**config.mk**
```make
export PLATFORM = sky130hd
export DESIGN_NAME = amm_transaction_driver
export DESIGN_NICKNAME = d
export VERILOG_FILES = /design/src/rtl/amm_transaction_driver.sv
export SDC_FILE = /design/constraint.sdc
export NUM_CORES = 1
export LEC_CHECK = 0
export CAP_MARGIN = 5
export CORE_ASPECT_RATIO = 1.5
export CORE_MARGIN = 3
export CORE_UTILIZATION = 45
export DETAILED_ROUTE_END_ITERATION = 7
export PLACE_DENSITY = 0.8
export SYNTH_ARGS = -nofsm -noshare
export SYNTH_HDL_FRONTEND = slang
export SYNTH_SLANG_ARGS = --single-unit
```
**constraint.sdc**
```tcl
create_clock -name clk_i -period 5.3 [get_ports clk_i]
set_clock_uncertainty 0.15 [all_clocks]
set_input_delay 0.53 -clock clk_i [delete_from_list [all_inputs] [get_ports clk_i]]
set_output_delay 0.53 -clock clk_i [all_outputs]
set_load 0.01 [all_outputs]
```
**src/rtl/amm_transaction_driver.sv**
```systemverilog
// amm_transaction_driver: turns one accepted operation descriptor into an Avalon-MM write burst or read command
module amm_transaction_driver #(
  parameter int AMM_DATA_W = 128,
  parameter int AMM_ADDR_W = 12,
  parameter int AMM_BURST_W = 11,
  localparam int BYTE_PER_WORD = AMM_DATA_W / 8,
  localparam int BYTE_ADDR_W = $clog2(BYTE_PER_WORD),
  localparam int ADDR_W = AMM_ADDR_W - BYTE_ADDR_W
) (
  input  logic                     clk_i,
  input  logic                     rst_i,
  input  logic                     op_valid_i,
  output logic                     op_ready_o,
  input  logic                     op_type_i,
  input  logic [ADDR_W-1:0]        op_word_addr_i,
  input  logic [AMM_BURST_W-1:0]   op_word_burst_count_i,
  input  logic [BYTE_ADDR_W-1:0]   op_start_offset_i,
  input  logic [BYTE_ADDR_W-1:0]   op_end_offset_i,
  input  logic [7:0]               data_pattern_i,
  output logic [AMM_ADDR_W-1:0]    amm_address_o,
  output logic                     amm_write_o,
  output logic                     amm_read_o,
  output logic [AMM_DATA_W-1:0]    amm_writedata_o,
  output logic [BYTE_PER_WORD-1:0] amm_byteenable_o,
  output logic [AMM_BURST_W-1:0]   amm_burstcount_o,
  input  logic                     amm_waitrequest_i,
  output logic [31:0]              wr_burst_cnt_o,
  output logic [31:0]              rd_burst_cnt_o
);
  typedef enum logic [1:0] {IDLE, WRITE_BURST, READ_CMD} state_t;
  state_t state;
  logic [AMM_BURST_W-1:0] beat, n_q, n_in;
  logic [BYTE_ADDR_W-1:0] s_q, e_q;
  function automatic logic [BYTE_PER_WORD-1:0] be_of(
    input logic [AMM_BURST_W-1:0] b, n,
    input logic [BYTE_ADDR_W-1:0] s, e
  );
    logic [BYTE_PER_WORD-1:0] m;
    for (int i = 0; i < BYTE_PER_WORD; i++)
      m[i] = (b == '0 && n == AMM_BURST_W'(1)) ? (i >= int'(s) && i <= int'(e)) :
             b == '0 ? i >= int'(s) :
             b == n - AMM_BURST_W'(1) ? i <= int'(e) : 1'b1;
    return m;
  endfunction
  assign n_in = op_word_burst_count_i == '0 ? AMM_BURST_W'(1) : op_word_burst_count_i;
  assign op_ready_o = state == IDLE;
  always_ff @(posedge clk_i)
    if (rst_i) begin
      state <= IDLE;
      amm_address_o <= '0;
      amm_write_o <= 1'b0;
      amm_read_o <= 1'b0;
      amm_writedata_o <= '0;
      amm_byteenable_o <= '0;
      amm_burstcount_o <= '0;
      wr_burst_cnt_o <= '0;
      rd_burst_cnt_o <= '0;
      beat <= '0;
      n_q <= '0;
      s_q <= '0;
      e_q <= '0;
    end else
      case (state)
        IDLE: if (op_valid_i) begin
          amm_address_o <= {op_word_addr_i, BYTE_ADDR_W'(0)};
          amm_burstcount_o <= n_in;
          amm_writedata_o <= {BYTE_PER_WORD{data_pattern_i}};
          amm_byteenable_o <= op_type_i ? '1 : be_of('0, n_in, op_start_offset_i, op_end_offset_i);
          amm_write_o <= !op_type_i;
          amm_read_o <= op_type_i;
          n_q <= n_in;
          s_q <= op_start_offset_i;
          e_q <= op_end_offset_i;
          beat <= '0;
          state <= op_type_i ? READ_CMD : WRITE_BURST;
        end
        WRITE_BURST: if (!amm_waitrequest_i) begin
          if (beat == n_q - AMM_BURST_W'(1)) begin
            amm_write_o <= 1'b0;
            wr_burst_cnt_o <= &wr_burst_cnt_o ? wr_burst_cnt_o : wr_burst_cnt_o + 32'd1;
            state <= IDLE;
          end else begin
            beat <= beat + AMM_BURST_W'(1);
            amm_byteenable_o <= be_of(beat + AMM_BURST_W'(1), n_q, s_q, e_q);
          end
        end
        READ_CMD: if (!amm_waitrequest_i) begin
          amm_read_o <= 1'b0;
          rd_burst_cnt_o <= &rd_burst_cnt_o ? rd_burst_cnt_o : rd_burst_cnt_o + 32'd1;
          state <= IDLE;
        end
        default: state <= IDLE;
      endcase
endmodule

```
; After elaboration in Yosys (flattened, before gate mapping)
; Cells that the tools add are included.
[totals]
reg_bits = 250
in_bits = 40
output_inout_bits = 234
word_cells = 219
[classes]
addsub = 4
order_cmp = 60
eq_ne = 11
muxes = 85
n_bitwise = 3
n_reduce_logical = 44
[op_table]
columns = operator, n
row1 = $mux W1, 67
row2 = $add A32 B1 Y32 const B, 2
row3 = $le A4 B4 Y1 const A, 16
row4 = $mux W16, 4
row5 = $reduce_and A32 Y1, 2
row6 = $ge A4 B4 Y1 const A, 14
row7 = $mux W11, 4
row8 = $ge A3 B4 Y1 const A, 8
row9 = $le A3 B4 Y1 const A, 8
row10 = $pmux W16 S2, 1
row11 = $logic_and A1 B1 Y1, 29
row12 = $eq A11 B1 Y1 const B, 2
row13 = $eq A11 B11 Y1, 2
row14 = $logic_not A11 Y1, 2
row15 = $pmux W11 S2, 1
row16 = $ge A1 B4 Y1 const A, 4
row17 = $ge A2 B4 Y1 const A, 4
row18 = $le A2 B4 Y1 const A, 4
row19 = $reduce_and A4 Y1, 4
row20 = $add A11 B1 Y11 const B, 1
row21 = $sub A11 B1 Y11 const B, 1
row22 = $mux W2, 5
row23 = $ne A2 B2 Y1 const B, 5
row24 = $le A1 B4 Y1 const A, 2
row25 = 10 further kinds, 15

; Logic depth before layout (Yosys ltp)
[depth]
depth_word = 8
depth_mapped = 11
ltp_nobuf = 10

; Least setup slack after synthesis
; No wires, ideal clock.
[synth_path]
kind = register to register
start = register n_q[4]
end = register amm_byteenable_o[13]
setup_time_ns = 0.117
arrival_ns = 3.191
slack_ns = 1.842
stages_incl_launch_ff = 10
period_less_slack_ns = 3.458
cell_sequence = dfxtp_1 > buf_2 > or4_4 > or4_1 > and2_1 > xnor2_1 > or4_4 > o41ai_4 > o211ai_1 > a32o_1
[synth_via]
elab_chain_cells = 8
word_cells_on_any_way = 13
classes_between = add/sub (1) / eq/ne (4) / mux (6) / reduce/logical (2)
[synth_lines]
columns = item, line_no
row1 = "start, declared", 32  ; logic [AMM_BURST_W-1:0] beat, n_q, n_in;
row2 = "start signal, assigned", 71  ; n_q <= n_in;
row3 = $sub A11 B1 Y11, "42, 78"
row4 = $eq A11 B11 Y1, 42  ; b == n - AMM_BURST_W'(1) ? i <= int'(e) : 1'b1;
row5 = $mux W1, 42
row6 = $mux W1, 41  ; b == '0 ? i >= int'(s) :
row7 = $mux W1, 40  ; m[i] = (b == '0 && n == AMM_BURST_W'(1)) ? (i >= int'(s) && i <= int'(e)) :
row8 = $mux W16, 78  ; if (beat == n_q - AMM_BURST_W'(1)) begin
row9 = $mux W16, 77  ; WRITE_BURST: if (!amm_waitrequest_i) begin
row10 = $pmux W16 S2, 63  ; case (state)
row11 = "end signal, assigned", 68  ; amm_byteenable_o <= op_type_i ? '1 : be_of('0, n_in, op_start_offset_i, op_end_offset_i);
row12 = "end signal, assigned", 84  ; amm_byteenable_o <= be_of(beat + AMM_BURST_W'(1), n_q, s_q, e_q);
row13 = "end, declared", 24  ; output logic [BYTE_PER_WORD-1:0] amm_byteenable_o,
; Parallel ways exist; a longest one is shown, timed or not. The select of a mux whose other input is x is not followed.
; A chain may end at the register's enable or synchronous reset.

; Worst setup path in the final report
[layout_path]
start = register n_q[0]
end = register wr_burst_cnt_o[24]
[layout_via]
elab_chain_cells = 3
[layout_lines]
columns = item, line_no
row1 = $sub A11 B1 Y11, 78
row2 = $eq A11 B11 Y1, 78
row3 = $reduce_and A4 Y1 (no line), --
row4 = "end signal, assigned", 80  ; wr_burst_cnt_o <= &wr_burst_cnt_o ? wr_burst_cnt_o : wr_burst_cnt_o + 32'd1;
row5 = "end, declared", 27  ; output logic [31:0] wr_burst_cnt_o,
; No other way between the ends.

==> impl_metrics.json <==
{
  "status": "complete, no violations",
  "drive_gt1_share_pct": 5.04,
  "yosysMostFrequentCell": "dfxtp_1",
  "synth.distinct_cells": 68,
  "max_slew_margin_pct": 28.1,
  "synth_top_cells_by_area": "dfxtp_1 (33%), buf_4 (12%), nand2_1 (6.0%)",
  "crit_chain": "inv_1, ha_1, nor3b_1, xnor2_1, o22ai_1, nor4_1, nand3_1, nor3_1, a31o_2, a21oi_1",
  "antenna_found_initial": 0,
  "synthToLayoutAreaGrowth_pct": 30.5,
  "cts_sinks": 130,
  "h-tree-depth": 4,
  "cts_tree": "built",
  "maxSlewViolCount": 0,
  "startpoint_type": "flop",
  "worstHoldPathType": "flop to flop",
  "critPathBufInv": 1,
  "synth_top_area_cell": "dfxtp_1",
  "grt_pass1_vias": 7252,
  "die-area_um2": 19200,
  "io_buffers": 269,
  "setup_viol": 0,
  "crit_path_max_fanout": 16,
  "viasPerCell": 5.59,
  "hold_end": "amm_address_o[7]",
  "grt_overflow": 0,
  "numCtsBuffers": 17,
  "vdd_drop_max_mv": 0.185,
  "clock_latency_ps": 420,
  "num_vias": 7611,
  "grt_max_degree": 85,
  "synth.top_cells.by_count": "dfxtp_1 (130), nand2_1 (127), buf_4 (124)",
  "drc_errors": 0,
  "critical_path_required_ps": 5440,
  "finalWeightedCongestion": 0.909,
  "p_leak_nw": 3.43,
  "finalCritPeriodShare_pct": 73.2,
  "post_cts_buffers": 0,
  "die_h_um": 168,
  "r2r.worst_path.cells": 10,
  "track_usage_pct": 24.0,
  "max_slew.worst_pin.slew_ps": 1070,
  "power-per-cell-area_nw_per_um2": 265,
  "synth_area_um2": 7910,
  "hold_path.startpoint": "amm_address_o[7]",
  "cp_top_family": "simple AND/OR/NAND/NOR gates",
  "cts_root_buf": "clkbuf_16",
  "async_reset_ff_share_pct": 0,
  "synth_cells": 1025,
  "r2r_start": "n_q[0]",
  "worstPathArrival_ps": 4020,
  "wire_per_inst_um": 17.2,
  "hpwl_um": 17300,
  "fin_crit_ps": 3880,
  "ys_seq_area_share_pct": 32.9,
  "rsz0062_at_grt": "no",
  "ys_ff_latch": 130,
  "postRouteAntennaNets": 0,
  "cp-end-kind": "flop",
  "firstDrtPassIters": 7,
  "drtIter0Drc": 558,
  "power_mw": 2.74,
  "fmax_ghz": 0.258,
  "grt_pass1_wl_um": 37700,
  "io_pins": 274,
  "worst-setup-path-type": "flop to flop",
  "antenna_cells_inserted": 0,
  "start_util_pct": 46.6,
  "die_w_um": 114,
  "finalSetupTns_ps": 0,
  "synth_edf_count": 0,
  "core_area_um2": 17000,
  "avgSynthCellArea_um2": 7.72,
  "ys.flop_type": "dfxtp_1",
  "worstHoldPathCells": 2,
  "row_count": 58,
  "reg2reg_to": "wr_burst_cnt_o[24]",
  "clkTransAtPathRegs_ps": 60,
  "postCtsHoldBufs": 0,
  "regToRegSetupSlack_ps": 1420,
  "fin_nets": 1183,
  "yosysTopAreaCellShare_pct": 32.9,
  "crit_path_top_delay_cell": "nand3_1",
  "max_cap_viol_count": 0,
  "final_util_pct": 60.8,
  "cp_slowest_stage_delay_ps": 670,
  "cts_resized": 0,
  "yosys_warnings": 0,
  "wl_um": 23500,
  "hold_violations": 0,
  "clk_path_buf_depth": 2
}
-- tightest hold or removal path, cell delays in order, from the launching register on --
cell	delay (ps)
dfxtp_1	310
nand2_1	50
a21oi_1	50
-- metrics by stage --
step	hold WS, ps	instance area [µm²]	instances	setup slack (ps)
floorplan	317	7920	1028	1840
global placement	291	9750	1329	1560
detailed placement	296	9750	1329	1450
CTS	305	10300	1361	1450
global route	324	10300	1361	1120
finish	305	10300	1361	1420
-- worst max-delay path by stage --
stage | start | end | slack, ps | cells after the start
floorplan | n_q[4] | amm_byteenable_o[13] | 1840 | 9
global placement | n_q[0] | wr_burst_cnt_o[24] | 1560 | 10
detailed placement | n_q[0] | wr_burst_cnt_o[24] | 1450 | 10
CTS | n_q[0] | wr_burst_cnt_o[24] | 1450 | 10
global route | n_q[0] | wr_burst_cnt_o[24] | 1120 | 10
finish | n_q[0] | wr_burst_cnt_o[24] | 1420 | 10
-- routing by layer --
metal	vias to the layer above	wire length (µm)	global-route usage, %
met5	-	0	0
met4	0	1060	11.8
met2	316	12300	43.0
met1	3550	8720	26.3
li1	3679	-	-
met3	66	1420	5.03
-- area by class of cell --
type	count	area, µm²
clock buffers	17	425
clock inverters	15	146
fillers	1554	6660
inverters	16	60.1
multi-input cells	699	4100
flip-flops and latches	130	2600
well taps	210	263
repair buffers	274	2730
-- cell usage in the layout (no fill, tap or decap), types with 13 or more instances in the layout --
master / count
nor2_1: 110
xnor2_1: 51
nand4_1: 29
clkbuf_16: 17
inv_1: 16
nor3_1: 28
a21oi_1: 75
o21ai_0: 20
dfxtp_1: 130
a31oi_1: 13
nand2_1: 127
clkdlybuf4s50_1: 268
nand3_1: 36
xor2_1: 30
or3_1: 13
-- registers in the layout (all words and copies together) (netlist names) --
name,flops
rd_burst_cnt_o,32
wr_burst_cnt_o,32
amm_byteenable_o,16
beat,11
n_q,11
amm_address_o,8
amm_writedata_o,8
e_q,4
s_q,4
state,2
amm_read_o,1
amm_write_o,1
-- power by group --
part           internal, mW  switching (mW)  leakage (nW)  total [mW]
Combinational         0.262           0.260          2.11       0.522
Clock                 0.657           0.495         0.264        1.15
Sequential             1.01          0.0549          1.06        1.07
-- logic make-up (layout without fill, tap and decap cells) --
kind of cell	Yosys count	after routing	synth area share, %
compound gates	176	176	14.5
buf+inv	199	322	15.4
mux	3	3	0.396
other cells	1	4	0.0474
fa+ha+maj	5	5	0.791
xor+xnor	81	81	8.97
flops	130	130	32.9
simple gates	430	430	27.0
Note: power is estimated with default switching activity, not from simulation.
